--- config.mk ---
export PLATFORM = sky130hd
export DESIGN_NAME = vram_console_writer_flat
export DESIGN_NICKNAME = d
export VERILOG_FILES = /design/src/rtl/vram_console_writer_if.sv /design/src/rtl/vram_console_writer.sv /design/src/flat_wrapper.sv
export SDC_FILE = /design/constraint.sdc
export NUM_CORES = 1
export LEC_CHECK = 0
export ABC_CLOCK_PERIOD_IN_PS = 6600
export CELL_PAD_IN_SITES_DETAIL_PLACEMENT = 0
export CELL_PAD_IN_SITES_GLOBAL_PLACEMENT = 1
export CORE_ASPECT_RATIO = 0.7
export CORE_MARGIN = 3
export CORE_UTILIZATION = 31
export CTS_CLUSTER_SIZE = 10
export DETAILED_ROUTE_END_ITERATION = 12
export GPL_TIMING_DRIVEN = 0
export PLACE_DENSITY = 0.62
export SYNTH_ARGS = -nofsm -noshare
export SYNTH_HDL_FRONTEND = slang
export SYNTH_SLANG_ARGS = --single-unit
--- constraint.sdc ---
create_clock -name clk -period 6.6 [get_ports clk]
set_input_delay 0.66 -clock clk [delete_from_list [all_inputs] [get_ports clk]]
set_output_delay 0.66 -clock clk [all_outputs]
set_load 0.02 [all_outputs]
--- src/rtl/vram_console_writer_if.sv ---
// Byte-stream input, VRAM port A and cursor/status bundle for the console writer.
// master = byte source / VRAM owner side, slave = console writer.
interface vram_console_writer_if #(
    parameter int DATA = 8,
    parameter int ADDR = 13
);
    logic            in_valid;
    logic [DATA-1:0] in_data;
    logic            in_ready;
    logic            mem_wr;
    logic [ADDR-1:0] mem_addr;
    logic [DATA-1:0] mem_din;
    logic [DATA-1:0] mem_dout;
    logic [6:0]      cursor_x;
    logic [5:0]      cursor_y;
    logic            busy;

    modport master (
        output in_valid, in_data, mem_dout,
        input  in_ready, mem_wr, mem_addr, mem_din, cursor_x, cursor_y, busy
    );

    modport slave (
        input  in_valid, in_data, mem_dout,
        output in_ready, mem_wr, mem_addr, mem_din, cursor_x, cursor_y, busy
    );
endinterface

--- src/rtl/vram_console_writer.sv ---
// Character-terminal front end: interprets a byte stream, writes glyphs at the cursor,
// and performs clear-screen and one-line scroll through VRAM port A.
module vram_console_writer #(
    parameter int              COLS  = 80,
    parameter int              ROWS  = 60,
    parameter int              DATA  = 8,
    parameter int              ADDR  = 13,
    parameter logic [DATA-1:0] BLANK = 8'h20
) (
    input logic                 clk,
    input logic                 rst,
    vram_console_writer_if.slave bus
);

    typedef enum logic [2:0] {IDLE, CLEAR, SCROLL_RD, SCROLL_WR, SCROLL_BLANK} state_t;

    localparam logic [ADDR-1:0] L_COLS     = ADDR'(COLS);
    localparam logic [ADDR-1:0] L_LAST     = ADDR'(COLS * ROWS - 1);
    localparam logic [ADDR-1:0] L_LAST_ROW = ADDR'(COLS * (ROWS - 1));
    localparam logic [6:0]      L_XMAX     = 7'(COLS - 1);
    localparam logic [5:0]      L_YMAX     = 6'(ROWS - 1);

    state_t          r_state;
    logic [ADDR-1:0] r_cnt;
    logic            r_wr;
    logic [ADDR-1:0] r_addr;
    logic [DATA-1:0] r_din;
    logic            r_pass;
    logic [6:0]      r_x;
    logic [5:0]      r_y;

    logic            w_accept;
    logic            w_print;
    logic [ADDR-1:0] w_cur_addr;

    assign w_accept   = bus.in_valid && (r_state == IDLE);
    assign w_print    = (bus.in_data >= DATA'(8'h20)) && (bus.in_data <= DATA'(8'h7E));
    assign w_cur_addr = ADDR'(r_y) * L_COLS + ADDR'(r_x);

    // r_state names the action taken at the next edge, so each access becomes
    // visible one cycle after its state; busy/in_ready decode directly from it.
    always_ff @(posedge clk) begin
        if (rst) begin
            r_state <= CLEAR;
            r_cnt   <= '0;
            r_wr    <= 1'b0;
            r_addr  <= '0;
            r_din   <= BLANK;
            r_pass  <= 1'b0;
            r_x     <= '0;
            r_y     <= '0;
        end else begin
            r_wr   <= 1'b0;
            r_pass <= 1'b0;
            case (r_state)
                IDLE: begin
                    if (w_accept) begin
                        if (w_print) begin
                            r_wr   <= 1'b1;
                            r_addr <= w_cur_addr;
                            r_din  <= bus.in_data;
                            if (r_x == L_XMAX) begin
                                r_x <= '0;
                                if (r_y == L_YMAX) begin
                                    r_state <= SCROLL_RD;
                                    r_cnt   <= L_COLS;
                                end else begin
                                    r_y <= r_y + 6'd1;
                                end
                            end else begin
                                r_x <= r_x + 7'd1;
                            end
                        end else begin
                            case (bus.in_data)
                                DATA'(8'h0A): begin
                                    r_x <= '0;
                                    if (r_y == L_YMAX) begin
                                        r_state <= SCROLL_RD;
                                        r_cnt   <= L_COLS;
                                    end else begin
                                        r_y <= r_y + 6'd1;
                                    end
                                end
                                DATA'(8'h0D): r_x <= '0;
                                DATA'(8'h08): begin
                                    if (r_x != 7'd0) begin
                                        r_x    <= r_x - 7'd1;
                                        r_wr   <= 1'b1;
                                        r_addr <= w_cur_addr - ADDR'(1);
                                        r_din  <= BLANK;
                                    end
                                end
                                DATA'(8'h0C): begin
                                    r_x     <= '0;
                                    r_y     <= '0;
                                    r_state <= CLEAR;
                                    r_cnt   <= '0;
                                end
                                default: ;
                            endcase
                        end
                    end
                end
                CLEAR: begin
                    r_wr   <= 1'b1;
                    r_addr <= r_cnt;
                    r_din  <= BLANK;
                    if (r_cnt == L_LAST) r_state <= IDLE;
                    else                 r_cnt   <= r_cnt + ADDR'(1);
                end
                SCROLL_RD: begin
                    r_addr  <= r_cnt;
                    r_state <= SCROLL_WR;
                end
                SCROLL_WR: begin
                    // Write data is the read result arriving this cycle, forwarded combinationally.
                    r_wr   <= 1'b1;
                    r_pass <= 1'b1;
                    r_addr <= r_cnt - L_COLS;
                    if (r_cnt == L_LAST) begin
                        r_state <= SCROLL_BLANK;
                        r_cnt   <= L_LAST_ROW;
                    end else begin
                        r_state <= SCROLL_RD;
                        r_cnt   <= r_cnt + ADDR'(1);
                    end
                end
                SCROLL_BLANK: begin
                    r_wr   <= 1'b1;
                    r_addr <= r_cnt;
                    r_din  <= BLANK;
                    if (r_cnt == L_LAST) r_state <= IDLE;
                    else                 r_cnt   <= r_cnt + ADDR'(1);
                end
                default: r_state <= IDLE;
            endcase
        end
    end

    assign bus.in_ready = (r_state == IDLE);
    assign bus.busy     = (r_state != IDLE);
    assign bus.mem_wr   = r_wr;
    assign bus.mem_addr = r_addr;
    assign bus.mem_din  = r_pass ? bus.mem_dout : r_din;
    assign bus.cursor_x = r_x;
    assign bus.cursor_y = r_y;

endmodule

--- src/flat_wrapper.sv ---
// flat-port wrapper written by rule: the top's interface ports become plain ports
module vram_console_writer_flat 
#(
    parameter int              COLS  = 80,
    parameter int              ROWS  = 60,
    parameter int              DATA  = 8,
    parameter int              ADDR  = 13,
    parameter logic [DATA-1:0] BLANK = 8'h20
)
  (clk, rst, bus_in_valid, bus_in_data, bus_mem_dout, bus_in_ready, bus_mem_wr, bus_mem_addr, bus_mem_din, bus_cursor_x, bus_cursor_y, bus_busy);
  vram_console_writer_if #(.DATA(DATA), .ADDR(ADDR)) bus_i ();
  input logic clk;
  input logic rst;
  input wire logic [$bits(bus_i.in_valid)-1:0] bus_in_valid;
  input wire logic [$bits(bus_i.in_data)-1:0] bus_in_data;
  input wire logic [$bits(bus_i.mem_dout)-1:0] bus_mem_dout;
  output wire logic [$bits(bus_i.in_ready)-1:0] bus_in_ready;
  output wire logic [$bits(bus_i.mem_wr)-1:0] bus_mem_wr;
  output wire logic [$bits(bus_i.mem_addr)-1:0] bus_mem_addr;
  output wire logic [$bits(bus_i.mem_din)-1:0] bus_mem_din;
  output wire logic [$bits(bus_i.cursor_x)-1:0] bus_cursor_x;
  output wire logic [$bits(bus_i.cursor_y)-1:0] bus_cursor_y;
  output wire logic [$bits(bus_i.busy)-1:0] bus_busy;
  assign bus_i.in_valid = bus_in_valid;
  assign bus_i.in_data = bus_in_data;
  assign bus_i.mem_dout = bus_mem_dout;
  assign bus_in_ready = bus_i.in_ready;
  assign bus_mem_wr = bus_i.mem_wr;
  assign bus_mem_addr = bus_i.mem_addr;
  assign bus_mem_din = bus_i.mem_din;
  assign bus_cursor_x = bus_i.cursor_x;
  assign bus_cursor_y = bus_i.cursor_y;
  assign bus_busy = bus_i.busy;
  vram_console_writer #(.COLS(COLS), .ROWS(ROWS), .DATA(DATA), .ADDR(ADDR), .BLANK(BLANK)) u_core (.clk(clk), .rst(rst), .bus(bus_i));
endmodule
==> flow_summary.json, run 1 <==
{
  "power_leakage_uw": 0.00184,
  "synth_edf_count": 0,
  "end_kind": "flop",
  "max_freq_mhz": 308,
  "fin_crit_sh": 0.492,
  "crit_path_top_delay_cell": "dfxtp_1",
  "final_max_slew_viol_count": 0,
  "grt.met1_usage": 0.286,
  "die_w_microns": 141,
  "place_hpwl_microns": 9930,
  "antenna_found_initial": 0,
  "fin_nets": 610,
  "maxCapViolations": 0,
  "synthTopCellsByArea": "dfxtp_1, a21oi_1, ha_1, nor2_1, nand2_1",
  "die_area_sq_um": 14100,
  "path_buf_inv": 0,
  "fin_setup_tns_ns": 0,
  "grt_use_met3": 0.0410,
  "required_ns": 6.77,
  "cts_tree": "done",
  "ctsHoldBuffers": 0,
  "synth-seq-cells": 52,
  "rsz0062_at_grt": "no",
  "worst_slew_pin_slew_ns": 0.842,
  "netlist_instances": 512,
  "initial_core_util": 0.327,
  "async_flop_share": 0,
  "synth_area_leader_cell": "dfxtp_1",
  "post_cts.repair.setup_buffers": 0,
  "synth_nets": 551,
  "setup_viol": 0,
  "min_period_ns": 3.25,
  "irDropWorstVdd_v": 0.000105,
  "clockBufferDepth": 2,
  "grt_pass1_wl_microns": 20900,
  "grt_usage": 0.185,
  "clkTransAtPathRegs_ns": 0.08,
  "critPathKind": "flop to flop",
  "ys_seq_area_frac": 0.264,
  "grt.busiest_layer": "met1",
  "ioPinCount": 56,
  "num_vias": 4055,
  "firstDrtPassIters": 5,
  "drcViolationCount": 0,
  "final_antenna_net_count": 0,
  "synth_commonest_cells": "nor2_1, dfxtp_1, a21oi_1",
  "hold_ws_ns": 0.455,
  "slew_headroom": 0.438,
  "total_power_uw": 796,
  "drive_gt1_frac": 0.0909,
  "synth_cell_types": 72,
  "skew_ns": 0.0103,
  "h-tree-depth": 2,
  "cpPeakStageDelay_ns": 0.50,
  "grt_pass1_vias": 3747,
  "routed_via_density": 5.56,
  "syn_area_sq_um": 3950,
  "core_area_sq_um": 12100,
  "yosysMostFrequentCell": "nor2_1",
  "ys_warn_count": 0,
  "clock_sinks": 52,
  "clk_latency_ns": 0.30,
  "path_cells": "ha_1, ha_1, fa_1, xor2_1, o2111a_1, xnor3_1, a2111oi_4, nand3_1, a31oi_1, nor3_2",
  "root_buffer": "clkbuf_16",
  "cts_resized": 0,
  "cp_top_family": "adder cells",
  "port_buffers": 52,
  "diodes": 0,
  "synth_ff_type": "dfxtp_1",
  "critPathArrivalTime_ns": 3.41,
  "cpMostUsedCell": "ha_1",
  "power_density_nw_per_um2": 166,
  "die_y_microns": 100,
  "start_kind": "flop",
  "wirelength_microns": 13000,
  "synth_top_area_frac": 0.264,
  "cts_buffers": 5,
  "gp_congestion": 0.845,
  "area_growth_pct": 21.8,
  "syn_area_per_cell_sq_um": 7.71,
  "hold_violations": 0,
  "grtUsageMet2": 0.262,
  "grt-ovfl-total": 0,
  "worstPathMaxFanout": 9,
  "wl_per_cell_microns": 17.8,
  "hp-class": "flop to flop",
  "initialDrtViolationCount": 300,
  "row_count": 33,
  "status": "finished clean",
  "grt_max_degree": 17
}
## final cells by class
cell class	count	area, sq um
clock inverter	2	16.3
inverter	14	52.6
fill	1277	7250
buffer	32	144
timing repair buffer	52	520
clock buffer	6	129
multi-input combinational	414	2710
sequential	52	1040
tap	157	196
## registers in the layout (all words and copies together), names as in the netlist
signal               flops
u_core.bus.mem_wr        1
u_core.r_pass            1
u_core.bus.mem_addr     13
u_core.r_cnt            13
u_core.bus.cursor_x      7
u_core.r_din             8
u_core.bus.cursor_y      6
u_core.r_state           3
## tightest hold or removal path, stage by stage (launching register included)
cell and delay [ns]:
dfxtp_1 0.31, nand2_1 0.05, a21oi_1 0.05
## layout by cell type, fill, tap and decap left out, types with 5 or more instances in the layout
cell / synthesis / layout
a211oi_1: 15 / 15
a21o_1: 5 / 5
a21oi_1: 47 / 47
a31oi_1: 5 / 5
and3_1: 5 / 5
buf_2: 13 / 13
clkbuf_1: 17 / 18
clkbuf_16: 0 / 5
clkdlybuf4s50_1: 0 / 52
dfxtp_1: 52 / 52
ha_1: 18 / 18
inv_1: 13 / 13
mux2_2: 8 / 8
nand2_1: 43 / 43
nand3_1: 24 / 24
nand4_1: 5 / 5
nor2_1: 56 / 56
nor2b_1: 5 / 5
nor3_1: 17 / 17
nor4_1: 7 / 7
o211ai_1: 6 / 6
o21a_1: 7 / 7
o21ai_0: 23 / 23
o21ai_1: 8 / 8
or3_1: 5 / 5
xnor2_1: 15 / 15
xor2_1: 9 / 9
## power by group
| part | switching, uW | internal [uW] |
|---|---|---|
| clock network | 132 | 142 |
| registers | 11.5 | 327 |
| logic | 111 | 72.7 |
| total | 254 | 542 |
## path summary, 6_finish.rpt
path         cells after the start                    from  slack, ns                 endpoint
max                             10  u_core.bus.cursor_y[3]       3.35  u_core.bus.mem_addr[12]
min                              2  u_core.bus.mem_addr[0]       0.45   u_core.bus.mem_addr[0]
max reg2reg                     10  u_core.bus.cursor_y[3]       3.35  u_core.bus.mem_addr[12]
min reg2reg                      2  u_core.bus.mem_addr[0]       0.45   u_core.bus.mem_addr[0]
## stage by stage
step	std cells	setup WS, ns	instance area [sq um]	util
2_1_floorplan	512	3.55	3950	-
3_3_place_gp	721	3.07	4660	0.387
3_5_place_dp	721	3.08	4660	0.387
4_1_cts	729	3.34	4810	0.399
5_1_grt	729	3.02	4810	0.399
6_report	729	3.35	4810	0.399
## cell families (layout without fill, tap and decap cells)
logic type	Yosys count	count (layout)	synth area share
XOR/XNOR	25	25	0.0590
adder cells (fa/ha/maj)	20	20	0.0672
multiplexers	12	12	0.0330
buffers and inverters	46	106	0.0498
flip-flops	52	52	0.264
AO/OA/AOI/OAI	154	154	0.265
AND/OR/NAND/NOR	203	203	0.263
## metal layers
metal  vias to the layer above  part of all wire
met2                       107              0.40
met4                         0             0.010
li1                       2014                 -
met3                        11             0.057
met5                         -                 0
met1                      1923              0.54
(Power assumes the default switching activity.)
==> run 2, diff against run 1 <==
ABC_CLOCK_PERIOD_IN_PS = 2900   (was 6600)
PLACE_DENSITY = 0.65   (was 0.62)
clock period = 2.9 ns   (was 6.6 ns; I/O delays follow)
==> run 2 against run 1 <==
Sequential cell count did not move. Non-clock buffer count rose by 11. Hold slack worse by 0.18 ns. Sequential power grew 130%. Register-to-register slack worse by 3.3 ns. Critical path depth is 1 lower. Wire length is 1.7% higher. Sequential share of layout area is 0.65 points lower. Critical path type unchanged.
==> flow_summary.json, run 2 (synthesis results as in run 1) <==
{
  "final_max_slew_viol_count": 0,
  "hold_depth": 3,
  "initial_core_util": 0.327,
  "hp-class": "primary input to flop",
  "wl_per_cell_microns": 17.8,
  "row_count": 33,
  "power_frac_comb": 0.234,
  "setup_viol": 0,
  "max_freq_mhz": 353,
  "clockPowerShare": 0.342,
  "rr_startpoint": "u_core.bus.cursor_y[1]",
  "die_y_microns": 100,
  "num_vias": 4068,
  "antenna_found_initial": 1,
  "dpl.cell_count": 721,
  "place_hpwl_microns": 9850,
  "ioPinCount": 56,
  "grt_usage": 0.189,
  "fin_area_sq_um": 5070,
  "irDropWorstVdd_v": 0.000223,
  "r2r-end": "u_core.bus.mem_addr[12]",
  "wirelength_microns": 13200,
  "switching_power_uw": 580,
  "required_ns": 3.06,
  "hold_violations": 0,
  "setup_ws_ns": 0.0669,
  "area_growth_pct": 28.3,
  "critPathKind": "flop to flop",
  "routed_via_density": 5.50,
  "fin_nets": 621,
  "grt-ovfl-total": 0,
  "initialDrtViolationCount": 330,
  "slew_headroom": 0.396,
  "end_kind": "flop",
  "placed_area_sq_um": 4670,
  "clk_latency_ns": 0.30,
  "grt_pass1_wl_microns": 21200,
  "p_int_uw": 1230,
  "grt_pass1_vias": 3853,
  "cts_tree": "done",
  "clkTransAtPathRegs_ns": 0.08,
  "drive_gt1_frac": 0.158,
  "final_antenna_net_count": 0,
  "status": "finished clean",
  "die_area_sq_um": 14100,
  "hp-start": "bus_in_data[1]",
  "cts_buffers": 5,
  "fin_setup_tns_ns": 0,
  "final_cell_mix": "nor2_1, clkdlybuf4s50_1, a21oi_1",
  "firstDrtPassIters": 5,
  "fin_crit_sh": 0.977,
  "critPathArrivalTime_ns": 3.00,
  "die_w_microns": 141,
  "root_buffer": "clkbuf_16",
  "pre_cts_slack_ns": -0.211,
  "rsz0062_at_grt": "yes",
  "worstPathMaxFanout": 3,
  "hold_ws_ns": 0.277,
  "start_kind": "flop",
  "h-tree-depth": 2,
  "holdPathEnd": "u_core.r_din[1]",
  "rrSetupSlack_ns": 0.07,
  "skew_ns": 0.0104,
  "final_cells": 740,
  "ctsHoldBuffers": 0,
  "power_density_nw_per_um2": 357,
  "drcViolationCount": 0,
  "grt_max_degree": 17,
  "layout_commonest_cell": "nor2_1",
  "clockBufferDepth": 2,
  "worst_slew_pin_slew_ns": 0.906,
  "port_buffers": 52,
  "gp_congestion": 0.872,
  "maxCapViolations": 0,
  "swShare": 0.321,
  "power_leakage_uw": 0.00192,
  "clock_sinks": 52,
  "seqPwrFrac": 0.424,
  "min_period_ns": 2.83,
  "r2r_cells": 9,
  "core_area_sq_um": 12100,
  "diodes": 0
}
==> run 2: critical path, cell delays in order (launching register included) <==
cell	delay, ns
dfxtp_4	0.36
ha_4	0.24
ha_4	0.16
fa_2	0.43
xnor2_4	0.18
or4_4	0.57
a2111oi_4	0.39
nand3_1	0.12
a31oi_1	0.20
nor3_2	0.05
==> run 2: what timing repair did <==
item / 4_1_cts / 5_1_grt
gates resized for setup: 14 / 22
buffers inserted: 5 / 6
pin swaps: 8 / 9
setup endpoints to repair: 4 / 19
==> run 2: worst max-delay path by stage <==
| stage | from | endpoint | slack [ns] |
|---|---|---|---|
| 5_1_grt | u_core.bus.cursor_y[0] | u_core.bus.mem_addr[12] | -0.07 |
| 3_3_place_gp | bus_in_data[6] | u_core.r_cnt[5] | -0.22 |
| 6_report | u_core.bus.cursor_y[1] | u_core.bus.mem_addr[12] | 0.07 |
| 3_5_place_dp | bus_in_data[6] | u_core.r_cnt[5] | -0.21 |
| 4_1_cts | u_core.bus.cursor_y[0] | u_core.bus.mem_addr[12] | 0.0009 |
| 2_1_floorplan | u_core.bus.cursor_y[1] | u_core.bus.mem_addr[12] | 0.006 |
==> run 2: area by class of cell <==
class / instances / area [sq um]
Clock inverter: 3 / 18.8
Fill cell: 1234 / 6990
Tap cell: 157 / 196
Clock buffer: 5 / 125
Inverter: 14 / 52.6
Multi-Input combinational cell: 414 / 2860
Buffer: 32 / 146
Timing Repair Buffer: 63 / 603
Sequential cell: 52 / 1060
==> run 2: power by group through the flow <==
stage / sequential (uW) / clock, uW / combinational [uW]
6_report: 765 / 618 / 423
5_1_grt: 770 / 661 / 461
4_1_cts: 766 / 641 / 419
3_5_place_dp: 785 / 0 / 416
3_3_place_gp: 785 / 0 / 415
2_1_floorplan: 805 / 0 / 233
==> run 2: metal layers <==
metal  up-vias  global-route usage  wire length, microns  part of all wire
met4         2              0.0246                    83            0.0063
met5         -                   0                     7           0.00053
met1      1899               0.294                  6930              0.53
li1       2031                   -                     -                 -
met3         8              0.0371                   904             0.069
met2       128               0.272                  5270              0.40
==> run 2: through the flow <==
step                      power (uW)  utilization
final                           1810        0.420
after floorplan                 1040            -
after global placement          1200        0.388
after global routing            1890        0.420
after detailed placement        1200        0.388
after CTS                       1830        0.408
